## config.mk

```make
export PLATFORM = sky130hd
export DESIGN_NAME = stream_demux_buf
export DESIGN_NICKNAME = d
export VERILOG_FILES = /design/src/rtl/stream_demux_buf.sv
export SDC_FILE = /design/constraint.sdc
export NUM_CORES = 1
export LEC_CHECK = 0
export ABC_CLOCK_PERIOD_IN_PS = 1740
export CAP_MARGIN = 20
export CORE_MARGIN = 8
export CORE_UTILIZATION = 34
export CTS_CLUSTER_SIZE = 10
export DETAILED_ROUTE_END_ITERATION = 8
export PLACE_DENSITY_LB_ADDON = 0.05
export RECOVER_POWER = 50
export SLEW_MARGIN = 10
export SYNTH_ARGS = -nofsm -noshare
export SYNTH_HDL_FRONTEND = slang
export SYNTH_SLANG_ARGS = --single-unit
```

## constraint.sdc

```tcl
create_clock -name clk -period 1.74 [get_ports clk]
set_input_delay 0.261 -clock clk [delete_from_list [all_inputs] [get_ports clk]]
set_output_delay 0.261 -clock clk [all_outputs]
set_load 0.01 [all_outputs]
```

## src/rtl/stream_demux_buf.sv

```systemverilog
// -----------------------------------------------------------------------------
// stream_demux_buf
//
// Registered 1-to-NCH stream demultiplexer. A single producer presents one
// item (in_data) together with a destination index (in_sel). The item is
// placed in the one-entry output register of that channel. Each channel then
// drains to its own consumer independently, one cycle after acceptance.
//
// Optional feature (macro STREAM_DEMUX_BCAST_EN):
//   Adds input bcast. A broadcast item ignores in_sel. It is accepted only
//   when every channel can take it, and it then loads every channel.
//
// Parameters:
//   DW   data width in bits (>= 1)
//   NCH  number of output channels (>= 2, any value)
//   SW   select width, derived as max(1, clog2(NCH))
//
// Ports:
//   clk        system clock, rising edge
//   rst_n      synchronous active-low reset
//   in_valid   producer has an item
//   in_ready   item is accepted this cycle (combinational)
//   in_data    item payload, DW bits
//   in_sel     destination channel index, SW bits
//   bcast      (macro builds only) load the item into every channel
//   out_valid  bit k: channel k holds an item
//   out_ready  bit k: consumer k takes the item this cycle
//   out_data   channel k payload at bits [k*DW +: DW]
//   err_sel    one-cycle pulse after an item with in_sel >= NCH is dropped
// -----------------------------------------------------------------------------
module stream_demux_buf #(
    parameter int DW  = 8,
    parameter int NCH = 8,
    localparam int SW = (NCH > 2) ? $clog2(NCH) : 1
) (
    input  logic                clk,
    input  logic                rst_n,
    input  logic                in_valid,
    output logic                in_ready,
    input  logic [DW-1:0]       in_data,
    input  logic [SW-1:0]       in_sel,
`ifdef STREAM_DEMUX_BCAST_EN
    input  logic                bcast,
`endif
    output logic [NCH-1:0]      out_valid,
    input  logic [NCH-1:0]      out_ready,
    output logic [NCH*DW-1:0]   out_data,
    output logic                err_sel
);

    logic [NCH-1:0]          full_r;
    logic [NCH-1:0][DW-1:0]  data_r;
    logic                    err_r;

    logic [NCH-1:0]          sel_hit_s;
    logic [NCH-1:0]          chan_free_s;
    logic [NCH-1:0]          load_s;
    logic                    sel_ok_s;
    logic                    bcast_s;
    logic                    accept_s;
    logic                    err_next_s;

    // Broadcast request, only meaningful while an item is offered.
`ifdef STREAM_DEMUX_BCAST_EN
    assign bcast_s = in_valid & bcast;
`else
    assign bcast_s = 1'b0;
`endif

    // Per-channel decode: which channel is addressed and which can take an item.
    // The loop compare keeps out-of-range selects from indexing past NCH.
    always_comb begin
        sel_hit_s   = '0;
        chan_free_s = '0;
        for (int k = 0; k < NCH; k++) begin
            sel_hit_s[k]   = (in_sel == SW'(k));
            chan_free_s[k] = ~full_r[k] | out_ready[k];
        end
    end

    // NCH always fits in SW+1 bits, so this unsigned compare is exact.
    assign sel_ok_s = ({1'b0, in_sel} < (SW + 1)'(NCH));

    // Handshake. An invalid select is always accepted so that it can be dropped.
    always_comb begin
        if (!rst_n) begin
            in_ready = 1'b0;
        end else if (bcast_s) begin
            in_ready = &chan_free_s;
        end else if (sel_ok_s) begin
            in_ready = |(sel_hit_s & chan_free_s);
        end else begin
            in_ready = 1'b1;
        end
    end

    assign accept_s = in_valid & in_ready;

    // Slot load enables and the drop flag for the next cycle.
    always_comb begin
        load_s     = '0;
        err_next_s = 1'b0;
        if (!accept_s) begin
            load_s     = '0;
            err_next_s = 1'b0;
        end else if (bcast_s) begin
            load_s     = '1;
            err_next_s = 1'b0;
        end else begin
            load_s     = sel_hit_s;
            err_next_s = ~sel_ok_s;
        end
    end

    // Slot state. A load wins over a concurrent pop, which gives one item per cycle per channel.
    always_ff @(posedge clk) begin
        if (!rst_n) begin
            full_r <= '0;
            data_r <= '0;
            err_r  <= 1'b0;
        end else begin
            for (int k = 0; k < NCH; k++) begin
                if (load_s[k]) begin
                    full_r[k] <= 1'b1;
                    data_r[k] <= in_data;
                end else if (full_r[k] & out_ready[k]) begin
                    full_r[k] <= 1'b0;
                end else begin
                    full_r[k] <= full_r[k];
                end
            end
            err_r <= err_next_s;
        end
    end

    assign out_valid = full_r;
    assign out_data  = data_r;
    assign err_sel   = err_r;

endmodule

```

Yosys cells after proc, flatten, opt, wreduce, memory -nomap -nowiden
Cells that the tools add are included.
W data, S select, Z words.
{"block": "totals", "register_bits": 72, "input_bits": 22, "out_inout_bits": 74, "word_cells": 77}
{"block": "classes", "n_eq_ne": 7, "mux": 18, "n_bitwise": 26, "reduce_logical": 10}
{"operator": "$mux W1", "count": 17}
{"operator": "$reduce_bool A2 Y1", "count": 8}
{"operator": "$eq A3 B3 Y1 const B", "count": 4}
{"operator": "$and A1 B1 Y1", "count": 9}
{"operator": "$and A8 B8 Y8", "count": 1}
{"operator": "$mux W8", "count": 1}
{"operator": "$not A1 Y1", "count": 8}
{"operator": "$or A1 B1 Y1", "count": 8}
{"operator": "$reduce_or A8 Y1", "count": 1}
{"operator": "$eq A3 B2 Y1 const B", "count": 2}
{"operator": "$eq A3 B1 Y1 const B", "count": 1}
{"operator": "$logic_not A3 Y1", "count": 1}

Depth between registers and ports, before layout
Gate-level depths: netlist (run 1).
{"block": "logic_depth", "depth_word": 8, "ltp_mapped": 5}

Worst setup path after synthesis (run 1)
Ideal clock, no wire load.
{"block": "synth_timing", "path_type": "reg2out", "from": "register full_r[4], in the netlist out_valid[4]", "to": "output port in_ready", "arrival_time_ps": 1123, "required_ps": 1479, "setup_slack_ps": 356, "stages_incl_launch_ff": 5, "n_path_buf": 0, "path_cell_list": "dfxtp_1 -> nor2b_1 -> o2bb2ai_1 -> a211o_1 -> and3_1"}
{"block": "synth_via", "elab_chain_cells": 5}
{"element": "start, declared", "line_no": "51", "rtl": "logic [NCH-1:0] full_r;"}
{"element": "start signal, assigned by index", "line_no": "129", "rtl": "full_r[k] <= full_r[k];"}
{"element": "$not A1 Y1", "line_no": "77", "rtl": "chan_free_s[k] = ~full_r[k] | out_ready[k];"}
{"element": "$or A1 B1 Y1", "line_no": "77"}
{"element": "$and A8 B8 Y8", "line_no": "91", "rtl": "in_ready = |(sel_hit_s & chan_free_s);"}
{"element": "$reduce_or A8 Y1", "line_no": "91"}
{"element": "$mux W1", "line_no": "86", "rtl": "if (!rst_n) begin"}
{"element": "end, declared", "line_no": "39", "rtl": "output logic in_ready,"}
Every way passes these cells.

Worst setup path after layout (run 1)
{"block": "layout_timing", "from": "input port out_ready[6]", "to": "output port in_ready"}
{"block": "layout_via", "elab_chain_cells": 4}
{"element": "start, declared", "line_no": "46", "rtl": "input logic [NCH-1:0] out_ready,"}
{"element": "$or A1 B1 Y1", "line_no": "77"}
{"element": "$and A8 B8 Y8", "line_no": "91"}
{"element": "$reduce_or A8 Y1", "line_no": "91"}
{"element": "$mux W1", "line_no": "86"}
Every way passes these cells.

==> flow_metrics.tcl, run 1 <==
set metrics [dict create \
    worstReg2RegStart "out_valid[4]$_SDFFE_PN0P_" \
    grt_pass1_wl_mm 12.5 \
    drt-pass1-iter-count 4 \
    routed_via_density 4.45 \
    fin_nets 393 \
    post_cts_buffers 0 \
    holdPathStages 3 \
    ir_drop_mv 0.512 \
    critPathMaxFanout 2 \
    status "finished with violations" \
    syn2layout_area_growth_pct 44.5 \
    die_area_sq_mm 0.0118 \
    hold_start "rst_n" \
    finalPower_mw 3.15 \
    rsz0062_at_grt "true" \
    grt_max_degree 43 \
    cts_buffer_depth 2 \
    tritoncts "yes" \
    num_vias 2150 \
    drive_above_1_share_pct 14.1 \
    worstSetupPathType "input pin to primary output" \
    dp_hpwl_mm 5.69 \
    drt_first_iter_violations 46 \
    hold_viol_final 0 \
    drc 0 \
    io_buffers 94 \
    period_share_pct 101 \
    synth-seq-cells 72 \
    cts_buffers 9 \
    diodes 0 \
    tns_ps -19.3 \
    pin_count 96 \
    grt_pass1_vias 2211 \
    violations "negative setup slack" \
    worst_ep_arrival_time_ps 1500 \
    cp.required_ps 1480 \
    p_leak_nw 1.60 \
    wl_per_cell_um 16.8 \
    clkTransAtPathRegs_ps 80 \
    wirelength_mm 8.12 \
    critPathCaptureType "primary output" \
    cts_hold_buf 0 \
    maxCapViolations 0 \
    crit_family "buffers and inverters" \
    syn_area_per_cell_sq_um 11.1 \
    final_cell_mix "68 x clkdlybuf4s50_1, 68 x dfxtp_1, 66 x nor2b_1, 65 x mux2i_1, 21 x dlygate4sd3_1" \
    syn_nets 286 \
    synth_area_sq_mm 0.00292 \
    finClkSkew_ps 8.41 \
    synth_cell_type_count 25 \
    rr_worst_depth 6 \
    antenna_found_initial 0 \
    globalplace.congestion 0.797 \
    seq_area_frac_synth_pct 49.4 \
    initial_utilization_pct 34.3 \
    cts_max_level 3 \
    die_x_um 109 \
    clk_latency_ps 340 \
    hold_class "input pin to flop" \
    holdPathEnd "out_data[9]$_SDFFE_PN0P_" \
    fillers 842 \
    holdWs_ps 463 \
    drv_slew 0 \
    dpl_cell_area_sq_mm 0.00407 \
    finalSetupViolCount 1 \
    cp.buffers_inverters 2 \
    critPathSlowestCell "clkdlybuf4s50_1" \
    reg2reg_to "out_data[38]$_SDFFE_PN0P_" \
    cpPeakStageDelay_ps 450 \
    worst_slew_pin_slew_ps 513 \
    slew_headroom_pct 65.7 \
    startpoint_type "input pin" \
    fp.dieH_um 109 \
    antenna_left 0 \
    crit_chain "clkdlybuf4s50_1, nor2b_4, mux2i_1, a211o_1, and3_1, buf_2" \
    track_usage_pct 13.9 \
    reg2reg_setup_slack_ps 210 \
    clk_root_buffer_cell "clkbuf_8" \
    fmax_ghz 0.568 \
    power_density_mw_per_mm2 746 \
    grt_remaining_overflow 0 \
    cts.sinks 72 \
    core_sq_mm 0.00851 \
    fin_crit_ps 1760 \
    stdcell_area_sq_mm 0.00422 \
    fin_ws_ps -19.3 \
    ys_warn_count 0 \
    fp-row-count 34 \
    synth_cells 264 \
]
==> cells by family after synthesis <==
| kind of cell | share of synthesized area [%] |
|---|---|
| AOI/OAI and AO/OA | 3.21 |
| buffers and inverters | 4.93 |
| DFF | 49.4 |
| muxes | 22.7 |
| other | 0.128 |
| and+or+nand+nor | 19.7 |
==> worst reg2reg max path: cells and delay by family (launching register included) <==
family,cells,cell delay (ps)
AND/OR/NAND/NOR,3,590
buffers and inverters,2,330
flip-flops,1,320
multiplexers,1,190
==> where the power goes <==
| group | total (mW) | switching, mW | leakage, nW | internal (mW) |
|---|---|---|---|---|
| Combinational | 0.280 | 0.130 | 0.924 | 0.150 |
| Sequential | 1.68 | 0.0114 | 0.583 | 1.67 |
| Clock | 1.19 | 0.602 | 0.0882 | 0.584 |
| Total | 3.15 | 0.744 | 1.60 | 2.40 |
==> sequential cells by signal, indices dropped and copies added, names as in the netlist <==
signal	cells
out_data	64
out_valid	8
==> cell usage after synthesis <==
master     count  area, sq um
nand2_1        1         3.75
a211o_1        1         8.76
nand3b_1       2         15.0
buf_4          6         45.0
nand2b_2       1         8.76
nor3_1         2         10.0
nand3b_4       1         20.0
a21boi_0       3         22.5
o221ai_1       1         8.76
o21a_1         6         45.0
o2bb2ai_1      1         8.76
buf_6          3         33.8
buf_2          1         5.00
conb_1         1         3.75
dfxtp_1       72         1440
nor2b_1       70          438
inv_1          1         3.75
nor2_1         1         3.75
mux2_2         1         11.3
nand2b_1       3         18.8
mux2i_1       65          651
nor3_2         4         40.0
nand3_2        1         10.0
and3_1         1         6.26
clkbuf_1      15         56.3
==> stage by stage <==
| step | cells | util (%) | setup slack [ps] |
|---|---|---|---|
| global placement | 468 | 47.8 | -541 |
| floorplan | 264 | - | 356 |
| CTS | 483 | 50.3 | -38.8 |
| global route | 483 | 49.6 | -80.9 |
| detailed placement | 468 | 47.8 | -573 |
| finish | 483 | 49.6 | -19.3 |
==> repair_timing <==
item	4_1_cts	5_1_grt
gates resized for setup	22	0
setup endpoints to repair	1	1
pin swaps	1	0
==> routing by layer <==
metal	up-vias	GRT usage (%)	routed length, um
li1	1090	-	-
met1	992	18.2	3920
met2	64	20.5	3530
met3	4	5.08	612
met4	0	4.69	53
met5	-	0	0
==> cell type report <==
type | instances | area [sq um] | area share (%)
clock buffer | 12 | 155 | 3.68
clock inverter | 3 | 17.5 | 0.415
inverter | 1 | 3.75 | 0.0890
multi-input combinational | 166 | 1340 | 31.9
sequential | 72 | 1450 | 34.3
tap | 108 | 135 | 3.20
timing repair buffer | 121 | 1120 | 26.5
==> worst max path at each step <==
stage / from / endpoint / slack (ps) / cells past startpoint
final: out_ready[6] / in_ready / -20 / 6
after global routing: out_valid[7]$_SDFFE_PN0P_ / in_ready / -80 / 5
after CTS: out_valid[7]$_SDFFE_PN0P_ / in_ready / -40 / 5
after detailed placement: in_sel[2] / in_ready / -570 / 5
after global placement: in_sel[2] / in_ready / -540 / 5
after floorplan: out_valid[4]$_SDFFE_PN0P_ / in_ready / 360 / 4
No activity file was read; power rests on OpenSTA's default activity.
==> inputs of run 2 (changes only) <==
Settings changed: ABC_AREA set to 1.
==> flow_metrics.tcl, run 2 <==
set metrics [dict create \
    synth-main-ff-cell "dfxtp_1" \
    antenna_left 0 \
    initial_utilization_pct 34.6 \
    final_common_cell "nand2_1" \
    critPathSlowestCell "clkdlybuf4s50_1" \
    finalPower_mw 3.26 \
    synth_most_common_cell "nand2_1" \
    clk_root_buffer_cell "clkbuf_8" \
    drv_slew 0 \
    stdcell_area_sq_mm 0.00461 \
    num_vias 3001 \
    async_flop_share_pct 0 \
    fp.dieH_um 115 \
    drc 0 \
    track_usage_pct 14.6 \
    seq_area_frac_synth_pct 43.2 \
    cts_max_level 3 \
    synth_area_leader_cell "dfxtp_1" \
    place_ws_ps -636 \
    yosysTopAreaCellShare_pct 43.2 \
    drt_first_iter_violations 153 \
    wl_per_cell_um 12.9 \
    synth_cell_type_count 20 \
    cts.sinks 72 \
    cts_hold_buf 0 \
    crit_family "buffers and inverters" \
    drt-pass1-iter-count 4 \
    hold_class "input pin to flop" \
    maxCapViolations 0 \
    fin_nets 610 \
    clk_latency_ps 340 \
    synth_common_cells "138 x nand2_1, 131 x nor2_1, 72 x dfxtp_1, 72 x inv_1, 12 x buf_2" \
    critPathMaxFanout 17 \
    routed_via_density 4.13 \
    grt_pass1_wl_mm 14.7 \
    ir_drop_mv 0.314 \
    finalSetupViolCount 0 \
    grt_remaining_overflow 0 \
    dpl_cell_area_sq_mm 0.00443 \
    pin_count 96 \
    fin_crit_ps 1680 \
    largest_register_ff_count 64 \
    finClkSkew_ps 11.2 \
    fmax_ghz 0.596 \
    slew_headroom_pct 64.6 \
    cpPeakStageDelay_ps 460 \
    power_density_mw_per_mm2 707 \
    wirelength_mm 9.40 \
    crit_chain "clkdlybuf4s50_1, inv_1, nand2_1, nand3_1, nand2_2, nor2_4, buf_4, nand2_8, nand4_4, buf_4, a21oi_1" \
    fp-row-count 36 \
    synth-seq-cells 72 \
    tns_ps 0 \
    synth_area_leaders "dfxtp_1 43%, nand2_1 16%, nor2_1 15%, inv_1 8.1%, nand4_4 5.1%" \
    dp_hpwl_mm 6.27 \
    core_sq_mm 0.00964 \
    antenna_found_initial 1 \
    status "completed" \
    synth_cells 486 \
    fin_ws_ps 62.8 \
    holdWs_ps 380 \
    ys_warn_count 0 \
    syn_area_per_cell_sq_um 6.86 \
    final_cell_mix "135 x nand2_1, 130 x nor2_1, 72 x inv_1, 72 x dfxtp_1, 46 x clkdlybuf4s50_1" \
    placed_cells 708 \
    globalplace.congestion 0.882 \
    worst_slew_pin_slew_ps 529 \
    synth-edff-count 0 \
    die_area_sq_mm 0.0132 \
    period_share_pct 96.4 \
    worstSetupPathType "input pin to flop" \
    stdcell_count 727 \
    rsz0062_at_grt "true" \
    die_x_um 115 \
    p_leak_nw 2.40 \
    tritoncts "yes" \
    syn_nets 508 \
    critPathCaptureType "flop" \
    cts_buffer_depth 2 \
    cts_buffers 9 \
    grt_pass1_vias 2804 \
    io_buffers 94 \
    cp.required_ps 2010 \
    synth_area_sq_mm 0.00333 \
    grt_max_degree 73 \
    worst_ep_arrival_time_ps 1940 \
    hold_viol_final 0 \
    cp.buffers_inverters 4 \
    startpoint_type "input pin" \
    utilization_pct 47.8 \
    cpMostUsedCell "buf_4" \
    clkTransAtPathRegs_ps 70 \
    drive_above_1_share_pct 11.3 \
    syn2layout_area_growth_pct 38.4 \
]
run 2: cell types whose count changed after synthesis, sizes merged, moves of 4 or more:
cell,previous run,this run
nand2,1,144
nor2,1,135
inv,1,75
nor2b,70,0
mux2i,65,0
buf,10,26
clkbuf,15,3
a21oi,0,9
nand4,0,8
o21a,6,0
nand3,1,6
nand2b,4,0
run 2: metal layers:
| layer | up-vias | GRT usage (%) | part of all wire (%) |
|---|---|---|---|
| met5 | - | 0 | 0 |
| met4 | 0 | 4.47 | 0.90 |
| met3 | 6 | 6.51 | 9.6 |
| met2 | 72 | 21.7 | 43 |
| met1 | 1318 | 18.4 | 47 |
| li1 | 1605 | - | - |
run 2: worst min-delay path: cells and delay by family:
family | cells | cell delay (ps)
buf+inv | 3 | 360
compound gates | 1 | 50
run 2: layout make-up:
| class | count | area [sq um] |
|---|---|---|
| Inverter | 76 | 288 |
| Fill cell | 1039 | 5030 |
| Clock buffer | 12 | 145 |
| Timing Repair Buffer | 120 | 1150 |
| Clock inverter | 4 | 20.0 |
| Sequential cell | 72 | 1440 |
| Antenna cell | 1 | 2.50 |
| Multi-Input combinational cell | 309 | 1400 |
| Tap cell | 133 | 166 |
run 2: timing repair:
| item | CTS | global route |
|---|---|---|
| gates resized for setup | 7 | 5 |
| setup buffers | 1 | 1 |
| gates cloned | 0 | 0 |
| setup endpoints to repair | 73 | 46 |
| pin swaps | 1 | 0 |
run 2: cell families after synthesis:
group | Yosys count | share of synthesized area (%)
AND/OR/NAND/NOR | 299 | 40.2
buffers and inverters | 105 | 15.1
flip-flops | 72 | 43.2
AO/OA/AOI/OAI | 9 | 1.35
other | 1 | 0.113
run 2: worst paths after layout:
check             slack [ps]                        end                      start  cells past startpoint
setup / recovery          60  out_valid[5]$_SDFFE_PN0P_               out_ready[1]                     11
hold / removal           380  out_valid[2]$_SDFFE_PN0P_                      rst_n                      4
setup reg to reg         170  out_valid[5]$_SDFFE_PN0P_  out_valid[1]$_SDFFE_PN0P_                      9
hold reg to reg          510  out_data[35]$_SDFFE_PN0P_  out_data[35]$_SDFFE_PN0P_                      4
run 2: power by group:
group          leakage [nW]  internal (mW)  switching, mW
Clock                0.0899          0.549          0.611
Combinational          1.72          0.174          0.234
Sequential            0.582           1.68         0.0147
==> inputs of run 3 (changes only) <==
Settings changed: SKIP_CTS_REPAIR_TIMING set to 1.
==> flow_metrics.tcl, run 3 (same netlist as run 2, synthesis figures left out) <==
set metrics [dict create \
    status "completed" \
    maxCapViolations 0 \
    period_share_pct 96.2 \
    rsz0062_at_grt "true" \
    die_x_um 115 \
    final_cell_mix "136 x nand2_1, 130 x nor2_1, 72 x inv_1, 72 x dfxtp_1, 46 x clkdlybuf4s50_1" \
    hold_start "rst_n" \
    holdPathEnd "out_valid[2]$_SDFFE_PN0P_" \
    dpl_cell_area_sq_mm 0.00443 \
    placed_cells 708 \
    hold_class "input pin to flop" \
    tritoncts "yes" \
    rr_worst_depth 9 \
    core_sq_mm 0.00964 \
    startpoint_type "input pin" \
    critPathMaxFanout 17 \
    finalSetupViolCount 0 \
    cp.buffers_inverters 4 \
    track_usage_pct 14.6 \
    slew_headroom_pct 63.7 \
    place_ws_ps -636 \
    cts_buffer_depth 2 \
    grt_pass1_vias 2797 \
    final_common_cell "nand2_1" \
    finClkSkew_ps 10.7 \
    syn2layout_area_growth_pct 38.4 \
    holdPathStages 4 \
    drt_first_iter_violations 143 \
    wirelength_mm 9.39 \
    stdcell_area_sq_mm 0.00461 \
    largest_register_ff_count 64 \
    wl_per_cell_um 12.9 \
    num_vias 2987 \
    worstReg2RegStart "out_valid[2]$_SDFFE_PN0P_" \
    clk_latency_ps 340 \
    cts_buffers 9 \
    drc 0 \
    grt_max_degree 73 \
    cts_max_level 3 \
    grt_pass1_wl_mm 14.6 \
    initial_utilization_pct 34.6 \
    reg2reg_to "out_valid[5]$_SDFFE_PN0P_" \
    stdcell_count 727 \
    worstSetupPathType "input pin to flop" \
    drt-pass1-iter-count 4 \
    cpPeakStageDelay_ps 470 \
    antenna_found_initial 2 \
    clk_root_buffer_cell "clkbuf_8" \
    holdWs_ps 380 \
    drive_above_1_share_pct 11.0 \
    die_area_sq_mm 0.0132 \
    routed_via_density 4.11 \
    fmax_ghz 0.598 \
    clkTransAtPathRegs_ps 70 \
    pin_count 96 \
    drv_slew 0 \
    hold_viol_final 0 \
    power_density_mw_per_mm2 705 \
    io_buffers 94 \
    fillers 1041 \
    fp-row-count 36 \
    cp.required_ps 2010 \
    reg2reg_setup_slack_ps 170 \
    p_leak_nw 2.42 \
    finalPower_mw 3.25 \
    fin_ws_ps 66.5 \
    critPathSlowestCell "clkdlybuf4s50_1" \
    utilization_pct 47.9 \
    fin_nets 609 \
    crit_family "buffers and inverters" \
    crit_chain "clkdlybuf4s50_1, inv_1, nand2_1, nand3_1, nand2_1, nor2_4, buf_4, nand2_8, nand4_4, buf_4, a21oi_1" \
    worst_slew_pin_slew_ps 543 \
    worst_ep_arrival_time_ps 1940 \
    globalplace.congestion 0.882 \
    fp.dieH_um 115 \
    dp_hpwl_mm 6.27 \
    critPathCaptureType "flop" \
    antenna_left 0 \
    tns_ps 0 \
    grt_remaining_overflow 0 \
    fin_crit_ps 1670 \
    cts.sinks 72 \
    ir_drop_mv 0.314 \
]
==> run 3: changes by cell type in the layout (fill, tap and decap cells not counted) <==
cell,delta
dlymetal6s2s_1,+3
dlygate4sd2_1,-2
buf_4,-1
clkdlybuf4s15_1,-1
diode_2,+1
nand2_1,+1
nand2_2,-1
==> run 3: area by class of cell <==
type                            count  area (sq um)  area share (%)
Sequential cell                    72          1440            31.2
Inverter                           76           288            6.24
Clock buffer                       12           145            3.15
Tap cell                          133           166            3.61
Multi-Input combinational cell    309          1400            30.3
Timing Repair Buffer              119          1150            24.9
Clock inverter                      4          20.0           0.434
Antenna cell                        2          5.00           0.108
==> run 3: worst min-delay path: stages <==
cell,delay [ps]
buf_2,130
clkinv_1,60
buf_4,170
a21oi_1,50
==> run 3: how the worst max path moves through the flow <==
stage               cells past startpoint         start  slack [ps]                         to
floorplan                               4         rst_n         240                   in_ready
CTS                                     8     in_sel[0]        -640                   in_ready
global placement                        8     in_sel[0]        -590                   in_ready
global route                           12  out_ready[6]         -40  out_data[46]$_SDFFE_PN0P_
finish                                 11  out_ready[6]          70  out_valid[5]$_SDFFE_PN0P_
detailed placement                      8     in_sel[0]        -640                   in_ready
==> run 3: per-layer routing <==
metal	up-vias	wire, um	track usage, %
met5	-	0	0
met2	80	4020	21.7
met4	0	85	4.47
met3	6	941	6.51
met1	1291	4340	18.4
li1	1610	-	-
==> run 3: power by group <==
| part | total (mW) | switching [mW] | internal (mW) |
|---|---|---|---|
| registers | 1.69 | 0.0147 | 1.68 |
| clock network | 1.16 | 0.609 | 0.549 |
| logic | 0.406 | 0.233 | 0.173 |
==> edit 1 (flow settings as in run 1) <==
The parameter `NCH` goes from 8 to 16.
--- a/src/rtl/stream_demux_buf.sv
+++ b/src/rtl/stream_demux_buf.sv
@@ -30,7 +30,7 @@
 // -----------------------------------------------------------------------------
 module stream_demux_buf #(
     parameter int DW  = 8,
-    parameter int NCH = 8,
+    parameter int NCH = 16,
     localparam int SW = (NCH > 2) ? $clog2(NCH) : 1
 ) (
     input  logic                clk,
Interface: changed (resized in_sel, out_data, out_ready and out_valid); port bits go from 96 to 177. No check against the original RTL was run, so the function may have changed too.
==> edit 1 against run 1 <==
  * The run still ends with negative setup slack left
  * Sequential cell count rose by 72
  * Design area rose by 130%
  * Clock power rose to 3.1 times the old value
  * Die area rose by 87%
  * Power rose to 2.5 times the old value
  * Worst setup slack got worse by 570 ps
  * Final cell count rose by 130%
  * Synthesized area rose by 100%
  * Wire length rose to 2.8 times the old value
==> edit 1: results (changes against run 1) <==
Hold Path End=out_valid[5]$_SDFFE_PN0P_ (was out_data[9]$_SDFFE_PN0P_); placed instance count=1067 (was 468); setup ws final=-590 ps (was -19.3 ps); GPL Wtd Cong=0.824 (was 0.797); Max-slew headroom=0.609 (was 0.657); critical path's slowest cell=or3b_1 (was clkdlybuf4s50_1); post-synth cell types=38 (was 25); final setup vio count=145 (was 1); DP HPWL=15200 um (was 5690 um); Fin Setup TNS=-70050 ps (was -19.3 ps); Seq/Total Area, Yosys=0.482 (was 0.494); DR iter-0 viols=334 (was 46); Place WS=-1510 ps (was -573 ps); VDD IR-drop max=0.686 mV (was 0.512 mV); worst path arrival time=2070 ps (was 1500 ps); reg-to-reg endpoint=out_valid[3]$_SDFFE_PN0P_ (was out_data[38]$_SDFFE_PN0P_); Residual DRC=0 (unchanged); Worst-Skew Late Latency=430 ps (was 340 ps); Bufs on Longest Clock Path=2 (unchanged); IO Port Bufs=175 (was 94); DR vias/cell=5.11 (was 4.45); WL/cell=20.3 um (was 16.8 um); r2r worst-path depth=9 (was 6); switching power=2.10 mW (was 0.744 mW); final net count=918 (was 393); leakage=3.63 nW (was 1.60 nW); root buffer cell=clkbuf_16 (was clkbuf_8); Layout area overhead=62.4% (was 44.5%); GRT Total Usage=0.194 (was 0.139); CTS buffer count=17 (was 9); largest net degree at the start of global routing=65 (was 43); vias in the first global route=5766 (was 2211); proportion of layout cells with a drive suffix above 1=0.216 (was 0.141); max FFs per register=128 (was 64); Clk pin slew, worst setup/hold paths=60 ps (was 80 ps); Avg Inst Size Synth=9.49 um2 (was 11.1 um2); synthesized net count=661 (was 286); Setup Skew=12.2 ps (was 8.41 ps); Post-synth top cells=dfxtp_1, nand2_1, nand3_1, o21ai_0, mux2i_1 (was dfxtp_1, nor2b_1, mux2i_1, clkbuf_1); final hold slack=434 ps (was 463 ps); initial antenna violation count=1 (was 0); Post-Route WL=22900 um (was 8120 um); Crit path max-delay family=compound AO/OA/AOI/OAI gates (was buffers and inverters); worst r2r src=out_valid[4]$_SDFFE_PN0P_ (unchanged); H-tree Lvls=4 (was 3); synth top area cells=dfxtp_1, mux2i_1, a21boi_0, nand3_1, o21ai_0 (was dfxtp_1, mux2i_1, nor2b_1, clkbuf_1, buf_4); CP max stage delay=360 ps (was 450 ps); slack of the worst reg-to-reg path=-580 ps (was 210 ps); first-pass GRT wire length=33100 um (was 12500 um); Max Cap Viol=0 (unchanged); status=complete, but fails checks (unchanged); failing checks=negative setup slack (unchanged); drt pass-1 iters=5 (was 4)
-- edit 1: worst reg2reg max path, stage by stage (launching register included) --
cell       delay [ps]
dfxtp_2           320
or3b_1            360
a32o_2            280
a2111oi_4         360
buf_4             220
buf_12            130
a2111oi_4          80
buf_4             150
clkbuf_16         140
o21a_1            160
-- edit 1: final cells by class --
class | instances | area [um2]
clock buffers | 17 | 425
fillers | 1498 | 7530
repair buffers | 293 | 2950
flip-flops and latches | 144 | 2890
inverters | 6 | 22.5
well taps | 225 | 282
diodes | 1 | 2.50
multi-input cells | 425 | 2960
clock inverters | 15 | 176
-- edit 1: layer usage --
metal	track usage	part of all wire
met5	0	0
met1	0.235	0.42
met4	0.0566	0.010
met3	0.0589	0.075
met2	0.324	0.50
-- edit 1: how the worst max path moves through the flow --
stage,cells after the start,to,startpoint,slack (ps)
global route,5,in_ready,out_valid[4]$_SDFFE_PN0P_,-640
global placement,7,out_valid[8]$_SDFFE_PN0P_,in_sel[3],-1320
detailed placement,7,out_data[85]$_SDFFE_PN0P_,in_sel[3],-1510
finish,5,in_ready,out_valid[4]$_SDFFE_PN0P_,-590
floorplan,7,out_valid[11]$_SDFFE_PN0P_,out_valid[4]$_SDFFE_PN0P_,-460
CTS,5,in_ready,out_valid[4]$_SDFFE_PN0P_,-560
-- edit 1: power by group through the flow --
stage	logic [mW]	clock network, mW	registers (mW)
4_1_cts	0.770	3.80	3.32
6_report	0.938	3.74	3.32
3_5_place_dp	0.648	0	3.39
2_1_floorplan	0.334	0	3.40
3_3_place_gp	0.641	0	3.39
5_1_grt	0.976	3.96	3.32
-- edit 1: logic make-up (layout without fill, tap and decap cells) --
group | after synthesis | count (layout) | share of synthesized area
AO/OA/AOI/OAI | 163 | 163 | 0.199
buffers and inverters | 61 | 331 | 0.0534
flip-flops | 144 | 144 | 0.482
multiplexers | 64 | 64 | 0.107
other | 1 | 2 | 0.000628
AND/OR/NAND/NOR | 197 | 197 | 0.157
-- edit 1: through the flow --
| step | util | cell area (um2) |
|---|---|---|
| 3_3_place_gp | 0.495 | 8530 |
| 4_1_cts | 0.548 | 9450 |
| 6_report | 0.563 | 9710 |
| 5_1_grt | 0.563 | 9710 |
| 3_5_place_dp | 0.495 | 8530 |
| 2_1_floorplan | - | 6010 |
-- edit 1: timing repair --
action,4_1_cts,5_1_grt
pin swaps,9,18
endpoints found under the setup margin,145,147
hold buffers,0,0
resized for setup,63,86
gates cloned,2,9
buffers inserted,13,6
==> edit 2 (config.mk and constraints of run 1) <==
Without the edit above. Make the reset (`rst_n`) asynchronous in one clocked block. Comments in the files are not updated.
--- a/src/rtl/stream_demux_buf.sv
+++ b/src/rtl/stream_demux_buf.sv
@@ -113,7 +113,7 @@
     end
 
     // Slot state. A load wins over a concurrent pop, which gives one item per cycle per channel.
-    always_ff @(posedge clk) begin
+    always_ff @(posedge clk or negedge rst_n) begin
         if (!rst_n) begin
             full_r <= '0;
             data_r <= '0;
Check against the original RTL: differs if rst_n is asserted again (counterexample within 4 cycles, from zero or initial values and one cycle with rst_n low); with rst_n held inactive, the same outputs for 10 cycles.
==> edit 2 against run 1 <==
  * Non-clock buffer count up 10
  * Die area shrank 1.6%
  * Critical path depth increased by 1
  * Global-route usage up 0.12 points
  * Sequential cell count unchanged
  * The flow still finishes with violations (negative setup slack)
  * Largest cell class unchanged
  * Worst setup slack worse by 250 ps
  * Final cell count fell by 9.5%
  * Design area grew 6.9%
  * Synthesized area is 1.9% lower
  * Via count down 7.3%
  * Wire length shrank 1.6%
  * Synthesized cell count decreased by 27%
Power is not compared: it rests on default switching activity, and its combinational part moved more than twofold at a synthesized area within 25%.
==> edit 2: results (changes against run 1) <==
nonclk buf count=131 (was 121); layout filler cell count=728 (was 842); Avg Inst Size Synth=14.9 um2 (was 11.1 um2); placed instance count=420 (was 468); DR iter-0 viols=40 (was 46); Vias=1993 (was 2150); Place WS=-698 ps (was -573 ps); CP max FO=7 (was 2); min-delay src=out_ready[1] (was rst_n); slack of the worst reg-to-reg path=-250 ps (was 210 ps); final net count=349 (was 393); failing checks=negative setup slack (unchanged); worst r2r src=out_valid[1]$_DFFE_PN0P_ (was out_valid[4]$_SDFFE_PN0P_); final hold slack=262 ps (was 463 ps); multi-input combinational area share=0.245 (was 0.319); met3 WL post-DR=570 um (was 612 um); post-synthesis mux area share=0.252 (was 0.227); Async SR Flop Fraction=1.00 (was 0); Seq/total area=0.400 (was 0.343); met1 Use GR=0.170 (was 0.182); Seq/Total Area, Yosys=0.629 (was 0.494); placed cell areas=4190 um2 (was 4070 um2); setup ws final=-265 ps (was -19.3 ps); Hold Path End=out_valid[1]$_DFFE_PN0P_ (was out_data[9]$_SDFFE_PN0P_); met1 WL=3600 um (was 3920 um); Signal buf overhead=0.275 (was 0.265); final setup vio count=28 (was 1); synthesized net count=214 (was 286); status=complete, but fails checks (unchanged); post-CTS sizing=31 (was 22); Post-Layout Cell Count=437 (was 483); largest net degree at the start of global routing=50 (was 43); count leader, synth=dfrtp_1 (was dfxtp_1); GPL Wtd Cong=0.802 (was 0.797); met2 usage=0.219 (was 0.205); GRT Total Usage=0.140 (was 0.139); complex-gate fraction of the synthesized area=0.0188 (was 0.0321); pin slew with the least headroom to its limit=1240 ps (was 513 ps); post-synth cell types=30 (was 25); core area=8180 um2 (was 8510 um2); count of multi-input gates=106 (was 166); proportion of layout cells with a drive suffix above 1=0.383 (was 0.141); GR Util met3=0.0563 (was 0.0508); drt pass-1 iters=3 (was 4); Post-Route WL=7990 um (was 8120 um); hold path depth=2 (was 3); vias in the first global route=2184 (was 2211)
[edit 2: power breakdown]
group	total (mW)	switching [mW]	internal [mW]	leakage [nW]
sequential	2.19	0.175	2.01	0.904
clock	1.34	0.631	0.706	0.0989
combinational	1.46	0.526	0.932	1.04
total	4.98	1.33	3.65	2.05
[edit 2: how the worst max path moves through the flow]
stage                              from                        to  cells past startpoint
2_1_floorplan  out_valid[1]$_DFFE_PN0P_  out_data[16]$_DFFE_PN0P_                      6
3_3_place_gp               out_ready[1]                  in_ready                      6
3_5_place_dp               out_ready[1]                  in_ready                      6
4_1_cts        out_valid[1]$_DFFE_PN0P_  out_data[55]$_DFFE_PN0P_                      6
5_1_grt        out_valid[1]$_DFFE_PN0P_                  in_ready                      5
6_report                      in_sel[0]  out_data[22]$_DFFE_PN0P_                      7
[edit 2: critical path, cell delays in order]
cell	delay, ps
clkdlybuf4s50_1	440
and3b_4	210
or4_4	490
nand4b_1	160
and3_4	230
buf_12	140
mux2_4	300
